### src/rtl/ysyx_22040386_lsu_if.sv
// ysyx_22040386_lsu_if: execute-side op, memory request/response and write-back bundle of the LSU
interface ysyx_22040386_lsu_if #(
    parameter int ADDR_W = 64,
    parameter int DATA_W = 64
);
    logic              in_valid;
    logic              in_ready;
    logic              in_mem_rd;
    logic              in_mem_wr;
    logic [2:0]        in_funct3;
    logic [ADDR_W-1:0] in_addr;
    logic [DATA_W-1:0] in_wdata;
    logic              req_valid;
    logic              req_ready;
    logic              req_we;
    logic [ADDR_W-1:0] req_addr;
    logic [DATA_W-1:0] req_wdata;
    logic [7:0]        req_wmask;
    logic              resp_valid;
    logic [DATA_W-1:0] resp_rdata;
    logic              out_valid;
    logic              out_ready;
    logic [DATA_W-1:0] out_data;
    logic              out_misalign;
    modport master (
        input  in_valid, in_mem_rd, in_mem_wr, in_funct3, in_addr, in_wdata,
               req_ready, resp_valid, resp_rdata, out_ready,
        output in_ready, req_valid, req_we, req_addr, req_wdata, req_wmask,
               out_valid, out_data, out_misalign
    );
    modport slave (
        output in_valid, in_mem_rd, in_mem_wr, in_funct3, in_addr, in_wdata,
               req_ready, resp_valid, resp_rdata, out_ready,
        input  in_ready, req_valid, req_we, req_addr, req_wdata, req_wmask,
               out_valid, out_data, out_misalign
    );
endinterface

### src/rtl/ysyx_22040386_lsu.sv
// ysyx_22040386_lsu: single-outstanding load/store unit with byte masking and load extension
module ysyx_22040386_lsu #(
    parameter int ADDR_W = 64,
    parameter int DATA_W = 64
) (
    input  logic                        clk,
    input  logic                        rst,
    ysyx_22040386_lsu_if.master         bus
);
    typedef enum logic [1:0] {IDLE, REQ, RESP, DONE} state_t;
    state_t            state_q;
    logic              req_valid_q, req_we_q, out_valid_q, out_mis_q;
    logic [ADDR_W-1:0] req_addr_q;
    logic [DATA_W-1:0] req_wdata_q, out_data_q, rdata_sh, load_d;
    logic [7:0]        req_wmask_q, mask_d;
    logic [2:0]        f3_q, off_q, off;
    logic [1:0]        size;
    logic              bad_d;
    always_comb begin
        off      = bus.in_addr[2:0];
        size     = bus.in_funct3[1:0];
        bad_d    = (bus.in_funct3 == 3'b111) | (bus.in_mem_wr & bus.in_funct3[2]) |
                   (size == 2'd1 ? off[0] : size == 2'd2 ? |off[1:0] : size == 2'd3 ? |off : 1'b0);
        mask_d   = (size == 2'd0 ? 8'h01 : size == 2'd1 ? 8'h03 : size == 2'd2 ? 8'h0F : 8'hFF) << off;
        rdata_sh = bus.resp_rdata >> {off_q, 3'b000};
        // funct3[2] selects zero extension
        load_d   = f3_q[1:0] == 2'd0 ? {{56{~f3_q[2] & rdata_sh[7]}}, rdata_sh[7:0]} :
                   f3_q[1:0] == 2'd1 ? {{48{~f3_q[2] & rdata_sh[15]}}, rdata_sh[15:0]} :
                   f3_q[1:0] == 2'd2 ? {{32{~f3_q[2] & rdata_sh[31]}}, rdata_sh[31:0]} : rdata_sh;
    end
    always_ff @(posedge clk or posedge rst) begin
        if (rst) begin
            state_q     <= IDLE;
            req_valid_q <= 1'b0;
            req_we_q    <= 1'b0;
            req_addr_q  <= '0;
            req_wdata_q <= '0;
            req_wmask_q <= '0;
            out_valid_q <= 1'b0;
            out_mis_q   <= 1'b0;
            out_data_q  <= '0;
            f3_q        <= '0;
            off_q       <= '0;
        end else begin
            case (state_q)
                IDLE: if (bus.in_valid) begin
                    f3_q        <= bus.in_funct3;
                    off_q       <= off;
                    req_we_q    <= bus.in_mem_wr;
                    req_addr_q  <= {bus.in_addr[ADDR_W-1:3], 3'b000};
                    req_wdata_q <= bus.in_wdata << {off, 3'b000};
                    req_wmask_q <= bus.in_mem_wr ? mask_d : 8'h00;
                    if (!(bus.in_mem_rd | bus.in_mem_wr)) begin
                        state_q     <= DONE;
                        out_valid_q <= 1'b1;
                        out_data_q  <= bus.in_addr;
                        out_mis_q   <= 1'b0;
                    end else if (bad_d) begin
                        state_q     <= DONE;
                        out_valid_q <= 1'b1;
                        out_data_q  <= '0;
                        out_mis_q   <= 1'b1;
                    end else begin
                        state_q     <= REQ;
                        req_valid_q <= 1'b1;
                    end
                end
                REQ: if (bus.req_ready) begin
                    state_q     <= RESP;
                    req_valid_q <= 1'b0;
                end
                RESP: if (bus.resp_valid) begin
                    state_q     <= DONE;
                    out_valid_q <= 1'b1;
                    out_data_q  <= req_we_q ? '0 : load_d;
                    out_mis_q   <= 1'b0;
                end
                DONE: if (bus.out_ready) begin
                    state_q     <= IDLE;
                    out_valid_q <= 1'b0;
                end
            endcase
        end
    end
    assign bus.in_ready     = state_q == IDLE;
    assign bus.req_valid    = req_valid_q;
    assign bus.req_we       = req_we_q;
    assign bus.req_addr     = req_addr_q;
    assign bus.req_wdata    = req_wdata_q;
    assign bus.req_wmask    = req_wmask_q;
    assign bus.out_valid    = out_valid_q;
    assign bus.out_data     = out_data_q;
    assign bus.out_misalign = out_mis_q;
endmodule

### src/flat_wrapper.sv
// flat-port wrapper written by rule: the top's interface ports become plain ports
module ysyx_22040386_lsu_flat 
#(
    parameter int ADDR_W = 64,
    parameter int DATA_W = 64
)
  (clk, rst, bus_in_valid, bus_in_mem_rd, bus_in_mem_wr, bus_in_funct3, bus_in_addr, bus_in_wdata, bus_req_ready, bus_resp_valid, bus_resp_rdata, bus_out_ready, bus_in_ready, bus_req_valid, bus_req_we, bus_req_addr, bus_req_wdata, bus_req_wmask, bus_out_valid, bus_out_data, bus_out_misalign);
  ysyx_22040386_lsu_if #(.ADDR_W(ADDR_W), .DATA_W(DATA_W)) bus_i ();
  input  logic clk;
  input  logic rst;
  input wire logic [$bits(bus_i.in_valid)-1:0] bus_in_valid;
  input wire logic [$bits(bus_i.in_mem_rd)-1:0] bus_in_mem_rd;
  input wire logic [$bits(bus_i.in_mem_wr)-1:0] bus_in_mem_wr;
  input wire logic [$bits(bus_i.in_funct3)-1:0] bus_in_funct3;
  input wire logic [$bits(bus_i.in_addr)-1:0] bus_in_addr;
  input wire logic [$bits(bus_i.in_wdata)-1:0] bus_in_wdata;
  input wire logic [$bits(bus_i.req_ready)-1:0] bus_req_ready;
  input wire logic [$bits(bus_i.resp_valid)-1:0] bus_resp_valid;
  input wire logic [$bits(bus_i.resp_rdata)-1:0] bus_resp_rdata;
  input wire logic [$bits(bus_i.out_ready)-1:0] bus_out_ready;
  output wire logic [$bits(bus_i.in_ready)-1:0] bus_in_ready;
  output wire logic [$bits(bus_i.req_valid)-1:0] bus_req_valid;
  output wire logic [$bits(bus_i.req_we)-1:0] bus_req_we;
  output wire logic [$bits(bus_i.req_addr)-1:0] bus_req_addr;
  output wire logic [$bits(bus_i.req_wdata)-1:0] bus_req_wdata;
  output wire logic [$bits(bus_i.req_wmask)-1:0] bus_req_wmask;
  output wire logic [$bits(bus_i.out_valid)-1:0] bus_out_valid;
  output wire logic [$bits(bus_i.out_data)-1:0] bus_out_data;
  output wire logic [$bits(bus_i.out_misalign)-1:0] bus_out_misalign;
  assign bus_i.in_valid = bus_in_valid;
  assign bus_i.in_mem_rd = bus_in_mem_rd;
  assign bus_i.in_mem_wr = bus_in_mem_wr;
  assign bus_i.in_funct3 = bus_in_funct3;
  assign bus_i.in_addr = bus_in_addr;
  assign bus_i.in_wdata = bus_in_wdata;
  assign bus_i.req_ready = bus_req_ready;
  assign bus_i.resp_valid = bus_resp_valid;
  assign bus_i.resp_rdata = bus_resp_rdata;
  assign bus_i.out_ready = bus_out_ready;
  assign bus_in_ready = bus_i.in_ready;
  assign bus_req_valid = bus_i.req_valid;
  assign bus_req_we = bus_i.req_we;
  assign bus_req_addr = bus_i.req_addr;
  assign bus_req_wdata = bus_i.req_wdata;
  assign bus_req_wmask = bus_i.req_wmask;
  assign bus_out_valid = bus_i.out_valid;
  assign bus_out_data = bus_i.out_data;
  assign bus_out_misalign = bus_i.out_misalign;
  ysyx_22040386_lsu #(.ADDR_W(ADDR_W), .DATA_W(DATA_W)) u_core (.clk(clk), .rst(rst), .bus(bus_i));
endmodule
### config.mk
export PLATFORM = sky130hd
export DESIGN_NAME = ysyx_22040386_lsu_flat
export DESIGN_NICKNAME = d
export VERILOG_FILES = /design/src/rtl/ysyx_22040386_lsu_if.sv /design/src/rtl/ysyx_22040386_lsu.sv /design/src/flat_wrapper.sv
export SDC_FILE = /design/constraint.sdc
export NUM_CORES = 1
export LEC_CHECK = 0
export BUFFER_PORTS_ARGS = -buffer_cell sky130_fd_sc_hd__buf_2
export CORE_AREA = 4 4 158 160
export CTS_CLUSTER_SIZE = 12
export DETAILED_ROUTE_END_ITERATION = 10
export DIE_AREA = 0 0 162 164
export GPL_ROUTABILITY_DRIVEN = 0
export PLACE_DENSITY_LB_ADDON = 0.25
export SYNTH_ARGS = -nofsm -noshare
export SYNTH_HDL_FRONTEND = slang
export SYNTH_SLANG_ARGS = --single-unit
### constraint.sdc
create_clock -name clk -period 18.1 [get_ports clk]
set_input_delay 2.715 -clock clk [delete_from_list [all_inputs] [get_ports clk]]
set_output_delay 2.715 -clock clk [all_outputs]
set_load 0.005 [all_outputs]
==> results.toml <==
[yosys]
yosys.area.top_type_share = 0.4347
postSynthCellCount = 1150
synth_seq_cells = 209
synth_area_leader_cell = "dfrtp_1"
yosysWarnings = 0
synth_edf_count = 0
yosys-top-cells-count = "209 x dfrtp_1, 108 x a21oi_1, 103 x nand2_1"
synthMostInstantiatedCell = "dfrtp_1"
ys.flop_type = "dfrtp_1"
synth.area.top_cells = "dfrtp_1 43%, mux4_2 11%, mux2_2 9.0%"
avgSynthCellArea_um2 = 10.46
yosysUniqueCellTypes = 53
synth_area_um2 = 12030
yosysSeqAreaShare = 0.4347
async_flop_share = 1.000

[route]
post-route-drc-count = 0
wire_per_inst_um = 23.22
via_per_inst = 6.104
drtPass1Iterations = 7
drtIter0Drc = 1255
via_count = 11190
routed_wl_mm = 42.56
ant_nets = 0

[sta]
setup-tns-final_ns = 0
drv_slew = 0
fin_skew_ns = 0.01157
slew_headroom = 0.1958
fin_crit_sh = 0.2941
setup_viol_count_final = 0
rsz0062_at_grt = "no"
fin_crit_ns = 5.323
timing.fmax_mhz = 187.9
hold_viol = 0
worst_pin_slew_ns = 1.201

[clock_network]
hold_buffers = 0
path_clk_slew_ns = 0.06
clock_sinks = 209
cts_setup_buffers = 0
clock_latency_ns = 0.52
htree_levels = 1
root_buffer = "clkbuf_16"
postCtsResizedCells = 0
cts_buffer_depth = 3
cts_tree = "yes"
cts_buffers = 24

[die]
initial_core_util = 0.5141
rows = 56
ios = 408
core_um2 = 23400
die_x_um = 162
fp.dieH_um = 164
die-area_um2 = 26570

[setup_path]
r2r_setup_slack_ns = 14.73
critPathBufInv = 2
crit_fanout = 70
required_ns = 18.53
end_kind = "register"
cpMostUsedCell = "buf_4"
cp_num_cells = 7
cpLargestDelayFamily = "buffers and inverters"
slowest_stage = "buf_4"
path_cells = "buf_4, or2_1, a221oi_2, a311oi_4, buf_4, o2111ai_4, o22ai_1"
startpoint_type = "input port"
slowest_delay_ns = 0.70
r2r_cells = 6
crit_type = "input port to register"
worstPathArrival_ns = 5.75

[cells_and_area]
design_area_um2 = 15000
final_nets = 1700
area_growth_pct = 24.65
fillers = 1942
drive_above_1_share = 0.4139
register_area_um2 = 5231
multi_input_area_um2 = 6295

[power]
peakVddDrop_v = 0.0001008
power_frac_seq = 0.309
cellLeakagePower_uw = 0.007113
pwr_density_cell_nw_per_um2 = 179.5
p_total_uw = 2691
power_switching_uw = 1094
combPwrFrac = 0.504
swShare = 0.4064
pwr-share-clk = 0.187
internal-power_uw = 1598

[run_status]
status = "finished, final reports clean"

[global_route]
grt_pass1_wl_mm = 64.03
grt_max_degree = 146
grt_antenna_before_repair = 9
grt_overflow = 0
grt_usage = 0.3072
grt_pass1_vias = 10880

[hold_path]
hold_class = "register to register"
holdPathStages = 2

[placed_design]
post-dp-hpwl_mm = 31.24
placed_cell_area_um2 = 14170
portBuffers = 404

[job]
maxCapViolations = 0
## registers in the layout, indices dropped and copies added (netlist names)
register                 cells
u_core.bus.req_we            1
u_core.bus.out_valid         1
u_core.state_q               2
u_core.bus.req_addr         61
u_core.bus.out_misalign      1
u_core.off_q                 3
u_core.bus.out_data         64
u_core.bus.req_valid         1
u_core.bus.req_wdata        64
u_core.f3_q                  3
u_core.bus.req_wmask         8
## placed cells by master (no fill, tap or decap), drive strengths merged, types with 6 or more instances in the layout
cell type  netlist  routed
o22ai           42      42
nand2          103     103
a22o            25      25
mux2            96      96
a221oi          22      22
buf             40     421
mux2i           58      58
a31oi            9       9
clkbuf          67      37
o21ai           93      93
mux4            57      57
a22oi           15      15
o211ai          17      17
inv             21      21
dfrtp          209     209
nor2            99      99
a21o             6       6
a21oi          108     108
## through the flow
step	worst slack (ns)	hold slack, ns	utilization	cells
after detailed placement	12.28	0.4648	0.6054	1785
after CTS	12.81	0.4791	0.6403	1829
after global placement	12.39	0.4592	0.6054	1785
after global routing	12.50	0.5028	0.6408	1833
final	12.78	0.4746	0.6408	1833
after floorplan	9.676	0.4726	-	1152
## power groups by stage
stage	Combinational, µW	Sequential, µW	Clock [µW]
4_1_cts	1350	829	509
3_3_place_gp	1320	827	0
6_report	1360	832	504
3_5_place_dp	1350	833	0
2_1_floorplan	847	837	0
5_1_grt	1480	857	530
## final timing paths
check                                                  endpoint                            startpoint
setup / recovery            u_core.bus.out_data[34]$_DFFE_PP0P_                        bus_in_addr[0]
hold / removal             u_core.bus.req_wdata[33]$_DFFE_PP0P_  u_core.bus.req_wdata[33]$_DFFE_PP0P_
setup reg to reg            u_core.bus.out_data[39]$_DFFE_PP0P_           u_core.off_q[2]$_DFFE_PP0P_
hold reg to reg            u_core.bus.req_wdata[33]$_DFFE_PP0P_  u_core.bus.req_wdata[33]$_DFFE_PP0P_
max in group asynchronous           u_core.off_q[0]$_DFFE_PP0P_                                   rst
min in group asynchronous   u_core.bus.req_addr[32]$_DFFE_PP0P_                                   rst
## per-layer routing
metal  vias up  share of wire  global-route usage
met4        10          0.024             0.08727
li1       4975              -                   -
met3        74           0.11             0.07654
met1      5488           0.38              0.3984
met2       641           0.49              0.5173
met5         -         0.0016                   0
## tightest hold or removal path, delay by kind of cell (launching register included)
| family | cells | cell delay [ns] |
|---|---|---|
| DFF | 1 | 0.34 |
| and+or+nand+nor | 1 | 0.04 |
| AOI/OAI and AO/OA | 1 | 0.06 |
## cell type report
cell class | instances | area share
multi-input cells | 814 | 0.4198
clock inverters | 7 | 0.005841
inverters | 22 | 0.006008
diodes | 4 | 0.0006675
clock buffers | 37 | 0.04873
well taps | 319 | 0.02662
flip-flops and latches | 209 | 0.3489
repair buffers | 421 | 0.1435
## cells by family after synthesis
kind of cell	share of synthesized area
flip-flops	0.4347
adder cells (fa/ha/maj)	0.005200
multiplexers	0.2448
AND/OR/NAND/NOR	0.07655
buffers and inverters	0.04566
AO/OA/AOI/OAI	0.1927
other	0.0003117
Power figures use the tool's default switching activity.
